`config.mk`:
```
export PLATFORM = sky130hd
export DESIGN_NAME = vc_wrr_arbiter
export DESIGN_NICKNAME = d
export VERILOG_FILES = /design/src/rtl/vc_wrr_arbiter_pkg.sv /design/src/rtl/vc_wrr_counter.sv /design/src/rtl/vc_wrr_arbiter.sv
export SDC_FILE = /design/constraint.sdc
export NUM_CORES = 1
export LEC_CHECK = 0
export CAP_MARGIN = 5
export CORE_MARGIN = 3
export CORE_UTILIZATION = 41
export CTS_BUF_LIST = sky130_fd_sc_hd__clkbuf_8
export CTS_CLUSTER_SIZE = 10
export DETAILED_ROUTE_END_ITERATION = 8
export PLACE_DENSITY_LB_ADDON = 0.3
export SLEW_MARGIN = 20
export SYNTH_ARGS = -nofsm -noshare
export SYNTH_HDL_FRONTEND = slang
export SYNTH_SLANG_ARGS = --single-unit
```
`constraint.sdc`:
```
create_clock -name clk -period 2 [get_ports clk]
set_input_delay 0.6 -clock clk [delete_from_list [all_inputs] [get_ports clk]]
set_output_delay 0.6 -clock clk [all_outputs]
set_load 0.02 [all_outputs]
```
`src/rtl/vc_wrr_arbiter_pkg.sv`:
```
// vc_wrr_arbiter_pkg: shared constants for the VC-to-destination arbiter and demux blocks.
package vc_wrr_arbiter_pkg;
   localparam int DEST_BIT = 4;
   localparam int VC0_WEIGHT_DEF = 3;
   typedef enum logic {SEL_D0 = 1'b0, SEL_D1 = 1'b1} dsel_t;
endpackage

```
`src/rtl/vc_wrr_counter.sv`:
```
// vc_wrr_counter: weight counter and grant decision between two eligible virtual channels.
module vc_wrr_counter
   import vc_wrr_arbiter_pkg::*;
#(
   parameter int VC0_WEIGHT = VC0_WEIGHT_DEF,
   parameter int CNT_WIDTH  = 4
) (
   input  logic clk,
   input  logic reset,
   input  logic elig0,
   input  logic elig1,
   output logic grant0,
   output logic grant1,
   output logic favor_vc1
);
   logic [CNT_WIDTH-1:0] wc;
   assign favor_vc1 = wc == CNT_WIDTH'(VC0_WEIGHT);
   assign grant1 = elig1 & (!elig0 | favor_vc1);
   assign grant0 = elig0 & !grant1;
   // Any VC1 grant restarts the run; only contested VC0 grants advance it.
   always_ff @(posedge clk)
      if (!reset) wc <= '0;
      else if (grant1) wc <= '0;
      else if (grant0 & elig1) wc <= wc + 1'b1;
endmodule

```
`src/rtl/vc_wrr_arbiter.sv`:
```
// vc_wrr_arbiter: weighted round-robin transfer from two VC FIFOs into two destination FIFOs.
module vc_wrr_arbiter
   import vc_wrr_arbiter_pkg::*;
#(
   parameter int data_width = 6,
   parameter int VC0_WEIGHT = VC0_WEIGHT_DEF,
   parameter int CNT_WIDTH  = 4
) (
   input  logic                  clk,
   input  logic                  reset,
   input  logic                  enable,
   input  logic                  vc0_empty,
   input  logic                  vc1_empty,
   input  logic [data_width-1:0] vc0_data,
   input  logic [data_width-1:0] vc1_data,
   input  logic                  d0_almost_full,
   input  logic                  d1_almost_full,
   output logic                  vc0_pop,
   output logic                  vc1_pop,
   output logic                  d0_push,
   output logic                  d1_push,
   output logic [data_width-1:0] data_out,
   output logic                  arb_idle
);
   dsel_t sel0, sel1, wsel;
   logic af0, af1, elig0, elig1, grant, favor_vc1;
   logic [data_width-1:0] word;
   assign sel0  = dsel_t'(vc0_data[DEST_BIT]);
   assign sel1  = dsel_t'(vc1_data[DEST_BIT]);
   assign af0   = (sel0 == SEL_D1) ? d1_almost_full : d0_almost_full;
   assign af1   = (sel1 == SEL_D1) ? d1_almost_full : d0_almost_full;
   assign elig0 = enable & reset & !vc0_empty & !af0;
   assign elig1 = enable & reset & !vc1_empty & !af1;
   vc_wrr_counter #(.VC0_WEIGHT(VC0_WEIGHT), .CNT_WIDTH(CNT_WIDTH)) u_cnt (
      .clk(clk), .reset(reset), .elig0(elig0), .elig1(elig1),
      .grant0(vc0_pop), .grant1(vc1_pop), .favor_vc1(favor_vc1)
   );
   assign grant = vc0_pop | vc1_pop;
   assign word  = vc1_pop ? vc1_data : vc0_data;
   assign wsel  = dsel_t'(word[DEST_BIT]);
   always_ff @(posedge clk)
      if (!reset) begin
         d0_push  <= 1'b0;
         d1_push  <= 1'b0;
         data_out <= '0;
         arb_idle <= 1'b1;
      end else begin
         d0_push  <= grant & (wsel == SEL_D0);
         d1_push  <= grant & (wsel == SEL_D1);
         data_out <= grant ? word : data_out;
         arb_idle <= vc0_empty & vc1_empty & !grant;
      end
endmodule

```
======== Yosys cells after proc, flatten, opt, wreduce, memory -nomap -nowiden ========
Index checks and enable logic that the tools add are counted.
word-level totals
  word-level logic and storage cells ...... 34
  input bits .............................. 19
  bits in registers ....................... 13
cells by class
  reductions and logical operators ........ 8
  $add $sub $neg .......................... 1
  bitwise operators ....................... 16
  muxes and demuxes ....................... 3
  eq/ne operators ......................... 1
operators with widths
  cell                                           count
  AND 1 bit                                      12
  zero test 1 bit                                7
  two-way mux 6 bit                              1
  adder 4 x 1 -> 4 bit, second input constant    1
  == test 4 x 2 -> 1 bit, second input constant  1
  two-way mux 1 bit                              2
  NOT 1 bit                                      2
  OR 1 bit                                       2
  OR reduction 2 bit                             1

======== Longest topological paths before layout ========
  depth in word-level cells ............... 11
  depth in mapped cells ................... 6
  mapped depth without buffers ............ 5

======== Cells and area by module ========
Synthesis repeated with hierarchy kept, for this count alone.
unflattened totals
  cells, all modules ...................... 69
  area, all modules ....................... 666.9 um^2
by module, submodules not included
  module          times used  cells an instance  area an instance (um^2)
  vc_wrr_arbiter  1           43                 431.7
  vc_wrr_counter  1           26                 235.2

======== Worst setup path before layout ========
No wires, ideal clock.
  path kind ............................... input to output
  start ................................... input vc0_data[4]
  end ..................................... output vc0_pop
  stages .................................. 4
  arrival ................................. 1358 ps
  setup slack ............................. 42 ps
  buffers on the path ..................... 1
  cells stage by stage .................... mux2i_1 > nand4b_1 > and2b_4 > buf_2
between the ends
  longest elaborated chain between the ends .. 8
RTL lines
  item                   RTL line              source
  start, declared        vc_wrr_arbiter.sv:14  input logic [data_width-1:0] vc0_data,
  two-way mux 1 bit (*)  vc_wrr_arbiter.sv:30  assign af0 = (sel0 == SEL_D1) ? d1_almost_full : d0_almost_full;
  zero test 1 bit (*)    vc_wrr_arbiter.sv:32  assign elig0 = enable & reset & !vc0_empty & !af0;
  AND 1 bit (*)          vc_wrr_arbiter.sv:32
  zero test 1 bit        vc_wrr_counter.sv:18  assign grant1 = elig1 & (!elig0 | favor_vc1);
  OR 1 bit               vc_wrr_counter.sv:18
  AND 1 bit              vc_wrr_counter.sv:18
  zero test 1 bit        vc_wrr_counter.sv:19  assign grant0 = elig0 & !grant1;
  AND 1 bit (*)          vc_wrr_counter.sv:19
  end, declared          vc_wrr_arbiter.sv:18  output logic vc0_pop,
Every way passes the cells marked *; elsewhere a longest branch is shown, timed or not.

======== Final worst setup path ========
  start ................................... input vc0_data[4]
  end ..................................... output vc1_pop
between the ends
  longest elaborated chain between the ends .. 6
RTL lines
  item               RTL line              source
  two-way mux 1 bit  vc_wrr_arbiter.sv:30
  zero test 1 bit    vc_wrr_arbiter.sv:32
  AND 1 bit          vc_wrr_arbiter.sv:32
  zero test 1 bit    vc_wrr_counter.sv:18
  OR 1 bit           vc_wrr_counter.sv:18
  AND 1 bit          vc_wrr_counter.sv:18
  end, declared      vc_wrr_arbiter.sv:19  output logic vc1_pop,
No other way between the ends.

==> qor.yml <==
drt:
  wl_per_cell_um: 16.0
  post-route-drc-count: 0
  drt_pre_antenna_iters: 4
  drt_iter0_markers: 22
  vias: 663
  antenna_left: 0
  wl_mm: 1.87
  drt-vias-per-instance: 5.67
sta:
  worst_pin_slew_ns: 0.255
  timing.final.crit_share_pct: 106
  rsz0062_at_grt: "yes"
  finalCriticalPeriod_ns: 2.11
  skew_ns: 0.00104
  setup_viol: 2
  maxSlewViolCount: 0
  worst_slack_ns: -0.112
  max_slew_margin_pct: 82.8
  max_freq_ghz: 0.474
  hold_violations: 0
logic_synthesis:
  yosysTopAreaCell: "dfxtp_1"
  syn-instance-count: 60
  avgSynthCellArea_sq_um: 10.5
  ys_warn_count: 0
  synth_area_sq_um: 632
  ys_top_cells_by_area: "dfxtp_1 (41%), a221o_1 (9.5%), and4_1 (8.3%)"
  async_flop_share_pct: 0
  seq_area_frac_synth_pct: 41.2
  synth_edf_count: 0
  ys.flop_type: "dfxtp_1"
  synth_top_area_share_pct: 41.2
  syn_nets: 80
  synth_seq_cells: 13
  yosysUniqueCellTypes: 28
global_route:
  grtUsageTotal_pct: 20.3
  grt_pass1_wl_mm: 2.84
  antenna_found_initial: 0
  grt_max_degree: 14
  grt_overflow: 0
  grt_pass1_vias: 647
placement:
  dp.cells: 112
  place.gp.congestion: 0.731
  pre_cts_ws_ns: -0.924
  dp_hpwl_mm: 1.30
  portBuffers: 29
  placed_area_sq_um: 1010
final_layout:
  drive_above_1_share_pct: 32.4
  final_util_pct: 79.2
  design_area_sq_um: 1080
  instances_no_fill: 117
  num-fill-cells: 95
  antennaDiodeCount: 0
  final_nets: 123
  syn_to_final_growth_pct: 71.3
floorplanning:
  start_util_pct: 46.2
  ios: 30
  die_x_um: 45.3
  fp.coreArea_sq_um: 1370
  rows: 13
  fp.dieH_um: 45.3
  dieArea_sq_um: 2050
run_status:
  violations: "negative setup slack"
  outcome: "finished with violations"
critical_path:
  critPathLaunchType: "input port"
  crit_fanout: 2
  cp.required_ns: 1.40
  end_kind: "primary output"
  critPathKind: "input port to primary output"
  arrival_ns: 1.51
clock_network:
  cts-root-buf: "clkbuf_8"
  cts-buffers-inserted: 3
  clk_pin_slew_ns: 0.06
  cts_tree: "built"
  cts_buffer_depth: 2
  clk_latency_ns: 0.25
  cts_sinks: 13
  htree_levels: 1
power:
  total_power_mw: 0.637
  ir_drop_mv: 0.358
  power.density_nw_per_um2: 589
  p_leak_nw: 0.455
run:
  cap_violations: 0
worst_hold_path:
  hp-class: "register to register"
[cells by family (layout without fill, tap and decap cells)]
group	after synthesis	in the layout	share of synthesized area (%)
DFF	13	13	41.2
xor gates and xnor gates	1	1	1.39
AOI/OAI and AO/OA	14	14	20.6
and+or+nand+nor	22	22	25.9
muxes	2	2	3.17
adders and majority gates	1	1	1.98
buffers and inverters	7	49	5.74
[state kept, by name (all words and copies together) (netlist names)]
register  count
arb_idle      1
d0_push       1
d1_push       1
data_out      6
u_cnt.wc      4
[cell usage after synthesis (all sizes together) (2+ instances only)]
library cell   n
a221o          6
a22o           2
and4           6
buf            3
clkbuf         2
dfxtp         13
inv            2
mux2i          2
nand2          5
nand3          2
nor3b          2
[layout make-up]
class	count	area [sq um]	area share (%)
inverters	2	7.51	0.694
repair buffers	43	392	36.2
multi-input cells	40	357	32.9
clock inverters	1	3.75	0.347
well taps	15	18.8	1.73
clock buffers	3	41.3	3.82
flip-flops and latches	13	263	24.3
[through the flow]
step           setup TNS, ns  hold slack [ns]
3_3_place_gp           -5.40            0.575
2_1_floorplan              0            0.452
5_1_grt               -0.246            0.631
3_5_place_dp           -5.89            0.596
6_report              -0.138            0.617
4_1_cts               -0.124            0.619
[what timing repair did]
| action | CTS | global route |
|---|---|---|
| gates resized for setup | 41 | 3 |
| setup endpoints to repair | 13 | 2 |
| hold buffers | 0 | 0 |
| hold endpoints to repair | 0 | 0 |
| pin swaps | 4 | 1 |
| buffers inserted | 0 | 1 |
[cells in the final DEF (no fill, tap or decap)]
cell type	netlist	final
clkdlybuf4s50_1	0	19
buf_4	0	14
dfxtp_1	13	11
and4_1	6	6
a221o_1	6	6
nand2_1	5	5
inv_1	2	3
clkbuf_8	0	3
buf_6	1	3
nand3_1	2	2
a22o_2	2	2
buf_2	2	2
clkdlybuf4s15_1	0	2
dlygate4sd2_1	0	2
dfxtp_2	0	2
mux2i_4	0	1
nand4b_1	1	1
nor3b_4	1	1
mux2i_1	2	1
and3b_1	1	1
o21ba_4	0	1
and2b_4	1	1
o2bb2ai_1	1	1
nor4_1	1	1
o21a_1	1	1
o21bai_1	1	1
nand3b_1	1	1
nor3_1	1	1
a31o_2	1	1
or4b_1	1	1
a21boi_1	1	1
xor2_1	1	1
nor3b_1	1	1
ha_2	0	1
buf_8	0	1
[worst paths after layout]
path	from	end	slack, ns	cells past startpoint
setup / recovery	vc0_data[4]	vc1_pop	-0.11	6
hold / removal	u_cnt.wc[1]	u_cnt.wc[1]	0.62	3
setup reg to reg	u_cnt.wc[0]	data_out[0]	0.38	6
hold reg to reg	u_cnt.wc[1]	u_cnt.wc[1]	0.62	3
[where the power goes]
part | internal [mW] | leakage [nW] | total [mW] | switching [mW]
Clock | 0.136 | 0.0269 | 0.235 | 0.0992
Combinational | 0.0752 | 0.321 | 0.126 | 0.0503
Sequential | 0.271 | 0.107 | 0.276 | 0.00516
Total | 0.482 | 0.455 | 0.637 | 0.155
[per-layer routing]
| layer | share of wire [%] | track usage (%) | vias to the layer above |
|---|---|---|---|
| met2 | 46 | 34.7 | 27 |
| met3 | 8.2 | 5.18 | 7 |
| met5 | 0 | 0 | - |
| met1 | 43 | 21.3 | 307 |
| li1 | - | - | 322 |
| met4 | 3.2 | 14.0 | 0 |
[critical path: stages]
cell and delay [ns]:
buf_8 0.08, mux2i_4 0.21, nand4b_1 0.14, buf_4 0.16, o21ba_4 0.19, buf_6 0.13
Note: power is estimated with default switching activity, not from simulation.
